<file path="src/rtl/wb2axi.sv">
// wb2axi -- Wishbone classic (32-bit) slave to single-beat AXI (64-bit) master.
//
// Each Wishbone access becomes exactly one 32-bit AXI read or write. The
// transfer sits in the 64-bit lane that byte-address bit 2 selects. Only one
// transaction is ever in flight, and AW and AR are never issued together.
//
// Ports
//   i_clk, i_rst         clock, synchronous active-high reset
//   i_wb_*               Wishbone classic slave: adr (word address AW-1:2),
//                        dat, sel, we, cyc, stb
//   o_wb_rdt/ack/err     Wishbone read data and termination
//   o_aw*/i_awready      AXI write address channel (size fixed to 4 bytes)
//   o_w*/i_wready        AXI write data channel (data duplicated in both lanes)
//   i_b*/o_bready        AXI write response channel
//   o_ar*/i_arready      AXI read address channel (size fixed to 4 bytes)
//   i_r*/o_rready        AXI read data channel (i_rlast ignored)
module wb2axi #(
  parameter int             AW     = 12,
  parameter int             IW     = 1,
  parameter logic [IW-1:0]  AXI_ID = '0
) (
  input  logic          i_clk,
  input  logic          i_rst,
  // Wishbone slave
  input  logic [AW-1:2] i_wb_adr,
  input  logic [31:0]   i_wb_dat,
  input  logic [3:0]    i_wb_sel,
  input  logic          i_wb_we,
  input  logic          i_wb_cyc,
  input  logic          i_wb_stb,
  output logic [31:0]   o_wb_rdt,
  output logic          o_wb_ack,
  output logic          o_wb_err,
  // AXI write address
  output logic [AW-1:0] o_awaddr,
  output logic [IW-1:0] o_awid,
  output logic [2:0]    o_awsize,
  output logic          o_awvalid,
  input  logic          i_awready,
  // AXI write data
  output logic [63:0]   o_wdata,
  output logic [7:0]    o_wstrb,
  output logic          o_wvalid,
  input  logic          i_wready,
  // AXI write response
  input  logic [1:0]    i_bresp,
  input  logic          i_bvalid,
  output logic          o_bready,
  // AXI read address
  output logic [AW-1:0] o_araddr,
  output logic [IW-1:0] o_arid,
  output logic [2:0]    o_arsize,
  output logic          o_arvalid,
  input  logic          i_arready,
  // AXI read data
  input  logic [63:0]   i_rdata,
  input  logic [1:0]    i_rresp,
  input  logic          i_rlast,
  input  logic          i_rvalid,
  output logic          o_rready
);

  typedef enum logic [2:0] {
    IDLE, WADDR, WRESP, RADDR, RRESP, DONE
  } state_t;

  state_t        state, state_d;
  logic          awvalid_d, wvalid_d, bready_d, arvalid_d, rready_d;
  logic          ack_d, err_d;
  logic [31:0]   rdt_d;
  logic [AW-1:0] awaddr_d, araddr_d;
  logic [63:0]   wdata_d;
  logic [7:0]    wstrb_d;

  assign o_awid   = AXI_ID;
  assign o_arid   = AXI_ID;
  assign o_awsize = 3'b010;
  assign o_arsize = 3'b010;

  // Single-beat bridge: last-beat flag and the low response bit
  // (OKAY vs EXOKAY, SLVERR vs DECERR) carry no information here.
  logic unused_inputs;
  assign unused_inputs = &{1'b0, i_rlast, i_bresp[0], i_rresp[0]};

  // NOTE: every signal computed here gets a default first, so no path through
  // the case statement can leave one unassigned and infer a latch.
  always_comb begin
    state_d   = state;
    awvalid_d = o_awvalid;
    wvalid_d  = o_wvalid;
    bready_d  = o_bready;
    arvalid_d = o_arvalid;
    rready_d  = o_rready;
    rdt_d     = o_wb_rdt;
    awaddr_d  = o_awaddr;
    araddr_d  = o_araddr;
    wdata_d   = o_wdata;
    wstrb_d   = o_wstrb;
    // Terminations are one-cycle pulses: they default low every cycle.
    ack_d     = 1'b0;
    err_d     = 1'b0;

    case (state)
      IDLE: begin
        if (i_wb_cyc && i_wb_stb) begin
          if (i_wb_we) begin
            awaddr_d = {i_wb_adr, 2'b00};
            if (i_wb_sel != 4'h0) begin
              wdata_d   = {i_wb_dat, i_wb_dat};
              wstrb_d   = i_wb_adr[2] ? {i_wb_sel, 4'h0} : {4'h0, i_wb_sel};
              awvalid_d = 1'b1;
              wvalid_d  = 1'b1;
              state_d   = WADDR;
            end else begin
              // A write that enables no bytes has nothing to send; finish locally.
              ack_d   = 1'b1;
              state_d = DONE;
            end
          end else begin
            araddr_d  = {i_wb_adr, 2'b00};
            arvalid_d = 1'b1;
            state_d   = RADDR;
          end
        end
      end

      WADDR: begin
        // AW and W complete independently; each valid drops on its own ready.
        if (i_awready) awvalid_d = 1'b0;
        if (i_wready)  wvalid_d  = 1'b0;
        if (!awvalid_d && !wvalid_d) begin
          bready_d = 1'b1;
          state_d  = WRESP;
        end
      end

      WRESP: begin
        if (i_bvalid && o_bready) begin
          bready_d = 1'b0;
          // A master that dropped cyc has abandoned the cycle: stay silent.
          err_d    = i_bresp[1] & i_wb_cyc;
          ack_d    = ~i_bresp[1] & i_wb_cyc;
          state_d  = DONE;
        end
      end

      RADDR: begin
        if (i_arready) begin
          arvalid_d = 1'b0;
          rready_d  = 1'b1;
          state_d   = RRESP;
        end
      end

      RRESP: begin
        if (i_rvalid && o_rready) begin
          rready_d = 1'b0;
          rdt_d    = o_araddr[2] ? i_rdata[63:32] : i_rdata[31:0];
          err_d    = i_rresp[1] & i_wb_cyc;
          ack_d    = ~i_rresp[1] & i_wb_cyc;
          state_d  = DONE;
        end
      end

      // The termination is visible for this one cycle. The strobe is ignored
      // here because the master still holds it until it samples ack.
      DONE: state_d = IDLE;

      default: state_d = IDLE;
    endcase
  end

  // NOTE: state registers use non-blocking assignments, so every flop samples
  // the values from before this edge regardless of statement order.
  always_ff @(posedge i_clk) begin
    if (i_rst) begin
      state     <= IDLE;
      o_awvalid <= 1'b0;
      o_wvalid  <= 1'b0;
      o_bready  <= 1'b0;
      o_arvalid <= 1'b0;
      o_rready  <= 1'b0;
      o_wb_ack  <= 1'b0;
      o_wb_err  <= 1'b0;
      o_wb_rdt  <= '0;
      o_awaddr  <= '0;
      o_araddr  <= '0;
      o_wdata   <= '0;
      o_wstrb   <= '0;
    end else begin
      state     <= state_d;
      o_awvalid <= awvalid_d;
      o_wvalid  <= wvalid_d;
      o_bready  <= bready_d;
      o_arvalid <= arvalid_d;
      o_rready  <= rready_d;
      o_wb_ack  <= ack_d;
      o_wb_err  <= err_d;
      o_wb_rdt  <= rdt_d;
      o_awaddr  <= awaddr_d;
      o_araddr  <= araddr_d;
      o_wdata   <= wdata_d;
      o_wstrb   <= wstrb_d;
    end
  end

endmodule

</file>
<file path="config.mk">
export PLATFORM = sky130hd
export DESIGN_NAME = wb2axi
export DESIGN_NICKNAME = d
export VERILOG_FILES = /design/src/rtl/wb2axi.sv
export SDC_FILE = /design/constraint.sdc
export NUM_CORES = 1
export LEC_CHECK = 0
export CAP_MARGIN = 25
export CORE_MARGIN = 2
export CORE_UTILIZATION = 37
export DETAILED_ROUTE_END_ITERATION = 6
export GPL_TIMING_DRIVEN = 1
export PLACE_DENSITY_LB_ADDON = 0.12
export RECOVER_POWER = 25
export REMOVE_ABC_BUFFERS = 1
export SLEW_MARGIN = 40
export SYNTH_ARGS = -nofsm -noshare
export SYNTH_HDL_FRONTEND = slang
export SYNTH_SLANG_ARGS = --single-unit
</file>
<file path="constraint.sdc">
create_clock -name i_clk -period 2.3 [get_ports i_clk]
set_clock_uncertainty 0.2 [all_clocks]
set_input_delay 0.23 -clock i_clk [delete_from_list [all_inputs] [get_ports i_clk]]
set_output_delay 0.23 -clock i_clk [all_outputs]
set_load 0.05 [all_outputs]
</file>
After elaboration in Yosys (flattened, before gate mapping)
Cells that the tools add are included.
{"block": "word_totals", "register_bits": 134, "elab_cells": 91}
{"block": "classes", "eq_ne": 12, "n_mux": 38, "bitwise": 7, "n_reduce_logical": 21}
{"cell": "32-bit two-way mux", "count": 1}
{"cell": "1-bit two-way mux", "count": 21}
{"cell": "3-bit two-way mux", "count": 7}
{"cell": "2-bit != test, second input constant", "count": 8}
{"cell": "3-bit case mux with 5 select lines", "count": 1}
{"cell": "1-bit case mux with 2 select lines", "count": 6}
{"cell": "3-bit AND reduction", "count": 4}
{"cell": "4-bit AND reduction", "count": 3}
{"cell": "8-bit two-way mux", "count": 1}
{"cell": "2-bit nonzero test", "count": 4}
{"cell": "3-bit by 2-bit equality test with 1-bit output, second input constant", "count": 2}
{"cell": "5-bit AND reduction", "count": 1}
{"cell": "1-bit AND", "count": 4}
{"cell": "1-bit logical AND", "count": 4}
{"cell": "4-bit nonzero test", "count": 1}
{"cell": "3-bit by 1-bit equality test with 1-bit output, second input constant", "count": 1}
{"cell": "3-bit equality test, second input constant", "count": 1}
{"cell": "3-bit zero test", "count": 1}
{"cell": "1-bit NOT", "count": 3}
{"cell": "1-bit case mux with 3 select lines", "count": 1}
{"cell": "1-bit zero test", "count": 2}
{"cell": "2-bit AND reduction", "count": 1}

Longest topological paths before layout
{"block": "logic_depth", "ltp_word": 6, "mapped_depth": 8, "mapped_depth_nobuf": 4}

Worst setup path before layout
Ideal clock, no wire load.
{"block": "synth_path", "path_kind": "reg-to-reg", "startpoint": "register o_rready", "endpoint": "register o_wb_rdt[10]", "setup_time_ps": 86, "arrival_ps": 1789, "required_time_ps": 2014, "path_slack_ps": 225, "path_stages_with_launch": 7, "n_path_buf": 2, "synth_period_minus_slack_ps": 2075, "path_cell_list": "dfxtp_1 > nand3b_1 > nor2_1 > clkbuf_1 > buf_1 > nor2_1 > a211oi_1"}
{"block": "synth_via", "elab_chain_cells": 2}
{"element": "start: declaration", "line_no": "60", "source": "output logic o_rready"}
{"element": "start signal: assignment", "line_no": "196", "source": "o_rready <= rready_d;"}
{"element": "1-bit logical AND", "line_no": "156", "source": "if (i_rvalid && o_rready) begin"}
{"element": "2-bit AND reduction (no line)"}
{"element": "end signal: assignment", "line_no": "199", "source": "o_wb_rdt <= rdt_d;"}
{"element": "end: declaration", "line_no": "31", "source": "output logic [31:0] o_wb_rdt,"}
No other way between the ends.
A chain may end at the register's enable or synchronous reset.

Worst setup path after layout
{"block": "layout_path", "startpoint": "input i_wb_we", "endpoint": "register o_wstrb[4]"}
{"block": "layout_via", "elab_chain_cells": 1}
{"element": "start: declaration", "line_no": "28", "source": "input logic i_wb_we,"}
{"element": "4-bit AND reduction (no line)"}
{"element": "end signal: assignment", "line_no": "203", "source": "o_wstrb <= wstrb_d;"}
{"element": "end: declaration", "line_no": "42", "source": "output logic [7:0] o_wstrb,"}
No other way between the ends.

==> metrics.md <==
| Metric | Value |
|---|---|
| Status | complete, no violations |
| Reg-to-reg setup timing slack | 280 ps |
| Unrepaired setup endpoints after global routing | false |
| Reported max-cap violation count | 0 |
| FF-to-FF path depth | 6 |
| Clock buffers created by TritonCTS | 9 |
| Diode count | 0 |
| Total number of vias | 4,046 |
| Share of synthesized cell area in full adder, half adder and majority cells | 0% |
| GRT Util Overall | 18.88% |
| Xor/xnor cell area share of the yosys netlist | 0.2009% |
| Sum of buffers and inverters on the critical path | 3 |
| Utilization after layout | 61.59% |
| Worst setup path class | primary input to flop |
| Synth Instances | 489 |
| Post-route clock period utilization | 89.65% |
| Crit path DAT | 2120 ps |
| Global-route wire length before repair | 19,470 um |
| Slew @ Worst Pin | 602.6 ps |
| Register bit count reported by yosys | 102 |
| Clock sink total | 102 |
| Number of cell rows | 39 |
| Area Growth Syn to Fin | 61.98% |
| Final count of negative-setup-slack endpoints | 0 |
| Worst setup SP type | primary input |
| Setup WS post-layout | 238.2 ps |
| Layout cell share with drive strength beyond 1 | 5.398% |
| Stages on worst setup path | 7 |
| Min-delay worst type | primary input to flop |
| Worst supply voltage drop on vdd | 0.4317 mV |
| Cells along the critical path | clkdlybuf4s50_1 > or3b_1 > clkbuf_1 > nor3_4 > clkbuf_4 > nand3_1 > a21oi_1 |
| Area of the placeable core | 0.01147 mm2 |
| Clock transition time at the flip-flop clock pins of the worst setup and hold paths | 70 ps |
| Post-synthesis cell area | 0.004360 mm2 |
| Max H-tree Level | 3 |
| Average cell area after synthesis | 8.917 um2 |
| Hold bufs inserted after CTS | 0 |
| Worst slew margin relative to its limit | 59.82% |
| Synth warnings | 0 |
| Startpoint of the tightest hold check path | i_rst |
| Worst R2R Start | state[2] |
| FMAX | 0.4850 GHz |
| Number of optimization iterations in the first detailed-route pass | 4 |
| Launching element of the worst setup path | i_wb_we |
| Half-perimeter wire length after placement | 9445 um |
| Number of gates resized after cts | 0 |
| Top_reg_cell synth | sky130_fd_sc_hd__dfxtp_1 |
| Max-slew violations | 0 |
| Routability cong. | 0.7824 |
| Initial DRC Count | 142 |
| Latest clock arrival within the worst-skew pair | 330 ps |
| Worst Setup Slack post-DPL | 15.83 ps |
| Number of vias per cell | 4.777 |
| Number of top-level pins | 268 |
| Clock root cell | sky130_fd_sc_hd__clkbuf_16 |
| DR WL/cell | 14.55 um |
| Residual DRC | 0 |
| Area of the die | 0.01267 mm2 |
| Number of antenna violations at the first check in global routing | 0 |
| Floorplan die height | 112.6 um |
| Synthesized-area fraction occupied by and/or/nand/nor cells | 15.55% |
| Cell types occupying the most area after synthesis | sky130_fd_sc_hd__dfxtp_1, sky130_fd_sc_hd__mux2i_1, sky130_fd_sc_hd__buf_4, sky130_fd_sc_hd__nand2_1, sky130_fd_sc_hd__a211oi_1 |
| Post-synth cell types | 37 |
| Critical Path Slowest Stage Cell | sky130_fd_sc_hd__clkdlybuf4s50_1 |
| Number of enable flip-flop cells after synthesis | 0 |
| Number of buffers inserted to repair setup after CTS | 0 |
| # port buffers | 252 |
| Delay of the slowest critical-path stage | 470 ps |
| Overall power of the completed layout | 4.816 mW |
| Horiz. Die Dim | 112.6 um |
| Pin count of the biggest net entering global routing | 65 |
| Final #Nets | 824 |
| Fin. Hold Viols | 0 |
| Ys async rst share | 0% |
| Buffer depth of the longest clock path | 2 |
| End of the critical path | o_wstrb[4] |
| Power per standard cell area | 681.8 mW/mm2 |
| Total wire length after detailed routing | 12,320 um |
| Dominant combinational cell family by area after synthesis | simple AND/OR/NAND/NOR gates |
| Starting density of the core | 38.03% |
| Min Clock Period, post-route | 2062 ps |
| Crit path capture type | flop |
| Cell type group with the largest total delay on the critical path | buffers and inverters |
| Data required time of the worst path | 2360 ps |
| Vias in the first global route | 3,933 |
| Maximum fanout encountered on the critical timing path | 36 |
| Overall overflow remaining after global route | 0 |
| Reg2Reg Capture Point | o_wstrb[4] |
| Cell accounting for the most synthesized area | sky130_fd_sc_hd__dfxtp_1 |
| Yosys top cell area share | 46.83% |
| Post-synthesis sequential area ratio | 46.83% |
| CTS tree | built |
| Share of cell area taken by muxes after synthesis | 12.17% |
| Reported leakage power | 2.543 nW |
| Number of nets still failing antenna checks after routing | 0 |
| Synth Area in Compound Gates | 13.06% |
==> layout by cell type (no fill, tap or decap), drive strengths merged, types with 4 or more instances in the layout <==
master           n
a211oi          32
a21oi           43
a22oi            6
buf             13
clkbuf          20
clkdlybuf4s50  249
conb            12
dfxtp          102
mux2i           53
nand2           72
nand3            4
nor2            58
nor3             5
==> through the flow <==
stage | cell area (um2) | hold WS, ps | cells | TNS (ps)
detailed placement | 6774 | 248.5 | 831 | 0
floorplan | 3885 | 92.44 | 419 | -45490
global route | 7063 | 145.6 | 847 | 0
CTS | 7096 | 123.6 | 847 | 0
global placement | 6774 | 239.7 | 831 | 0
finish | 7063 | 130.3 | 847 | 0
==> cell usage after synthesis, types with 2 or more instances <==
master	number
sky130_fd_sc_hd__nand2_1	72
sky130_fd_sc_hd__a22oi_1	6
sky130_fd_sc_hd__mux2i_1	53
sky130_fd_sc_hd__or3_1	2
sky130_fd_sc_hd__buf_2	8
sky130_fd_sc_hd__nand2b_1	2
sky130_fd_sc_hd__o21ai_0	3
sky130_fd_sc_hd__buf_6	5
sky130_fd_sc_hd__nand3_1	4
sky130_fd_sc_hd__a21oi_1	42
sky130_fd_sc_hd__buf_4	44
sky130_fd_sc_hd__a211oi_1	32
sky130_fd_sc_hd__a311oi_1	2
sky130_fd_sc_hd__clkbuf_1	17
sky130_fd_sc_hd__inv_1	3
sky130_fd_sc_hd__nor2b_1	3
sky130_fd_sc_hd__dfxtp_1	102
sky130_fd_sc_hd__conb_1	2
sky130_fd_sc_hd__nand3b_1	3
sky130_fd_sc_hd__buf_1	6
sky130_fd_sc_hd__nor3_1	4
sky130_fd_sc_hd__nor2_1	58
sky130_fd_sc_hd__or3b_2	2
==> worst min path at each step <==
stage          cells past startpoint     endpoint
2_1_floorplan                      1  o_wdata[53]
3_3_place_gp                       2   o_wstrb[6]
3_5_place_dp                       2   o_wstrb[6]
4_1_cts                            2  o_araddr[3]
5_1_grt                            2  o_awaddr[3]
6_report                           2  o_araddr[3]
==> state kept, by name (all words and copies together) (netlist names) <==
name,cells
o_rready,1
o_wvalid,1
state,3
o_wb_err,1
o_wb_ack,1
o_wb_rdt,32
o_awvalid,1
o_bready,1
o_araddr,10
o_awaddr,10
o_wdata,32
o_arvalid,1
o_wstrb,8
==> cell type report <==
| type | count | area, um2 |
|---|---|---|
| Clock inverter | 2 | 37.54 |
| Fill cell | 1022 | 4404 |
| Clock buffer | 14 | 284.0 |
| Inverter | 3 | 11.26 |
| Timing Repair Buffer | 269 | 2670 |
| Tap cell | 143 | 178.9 |
| Multi-Input combinational cell | 314 | 1838 |
| Sequential cell | 102 | 2043 |
==> routing by layer <==
metal	track usage, %	wire length (um)
met5	0	0
met4	5.691	118
met3	5.832	1014
met2	34.73	6286
met1	20.72	4900
==> power by group <==
part | leakage, nW | total (mW) | internal (mW) | switching (mW)
registers | 0.826 | 1.91 | 1.86 | 0.0545
clock network | 0.155 | 1.58 | 0.963 | 0.616
logic | 1.56 | 1.33 | 0.553 | 0.774
total | 2.54 | 4.82 | 3.37 | 1.44
==> cell families (layout without fill, tap and decap cells) <==
| logic type | after synthesis | count (layout) |
|---|---|---|
| and+or+nand+nor | 158 | 158 |
| DFF | 102 | 102 |
| AOI/OAI and AO/OA | 90 | 90 |
| buffers and inverters | 83 | 288 |
| muxes | 53 | 53 |
| other | 2 | 12 |
| xor gates and xnor gates | 1 | 1 |
Note: power is estimated with default switching activity, not from simulation.
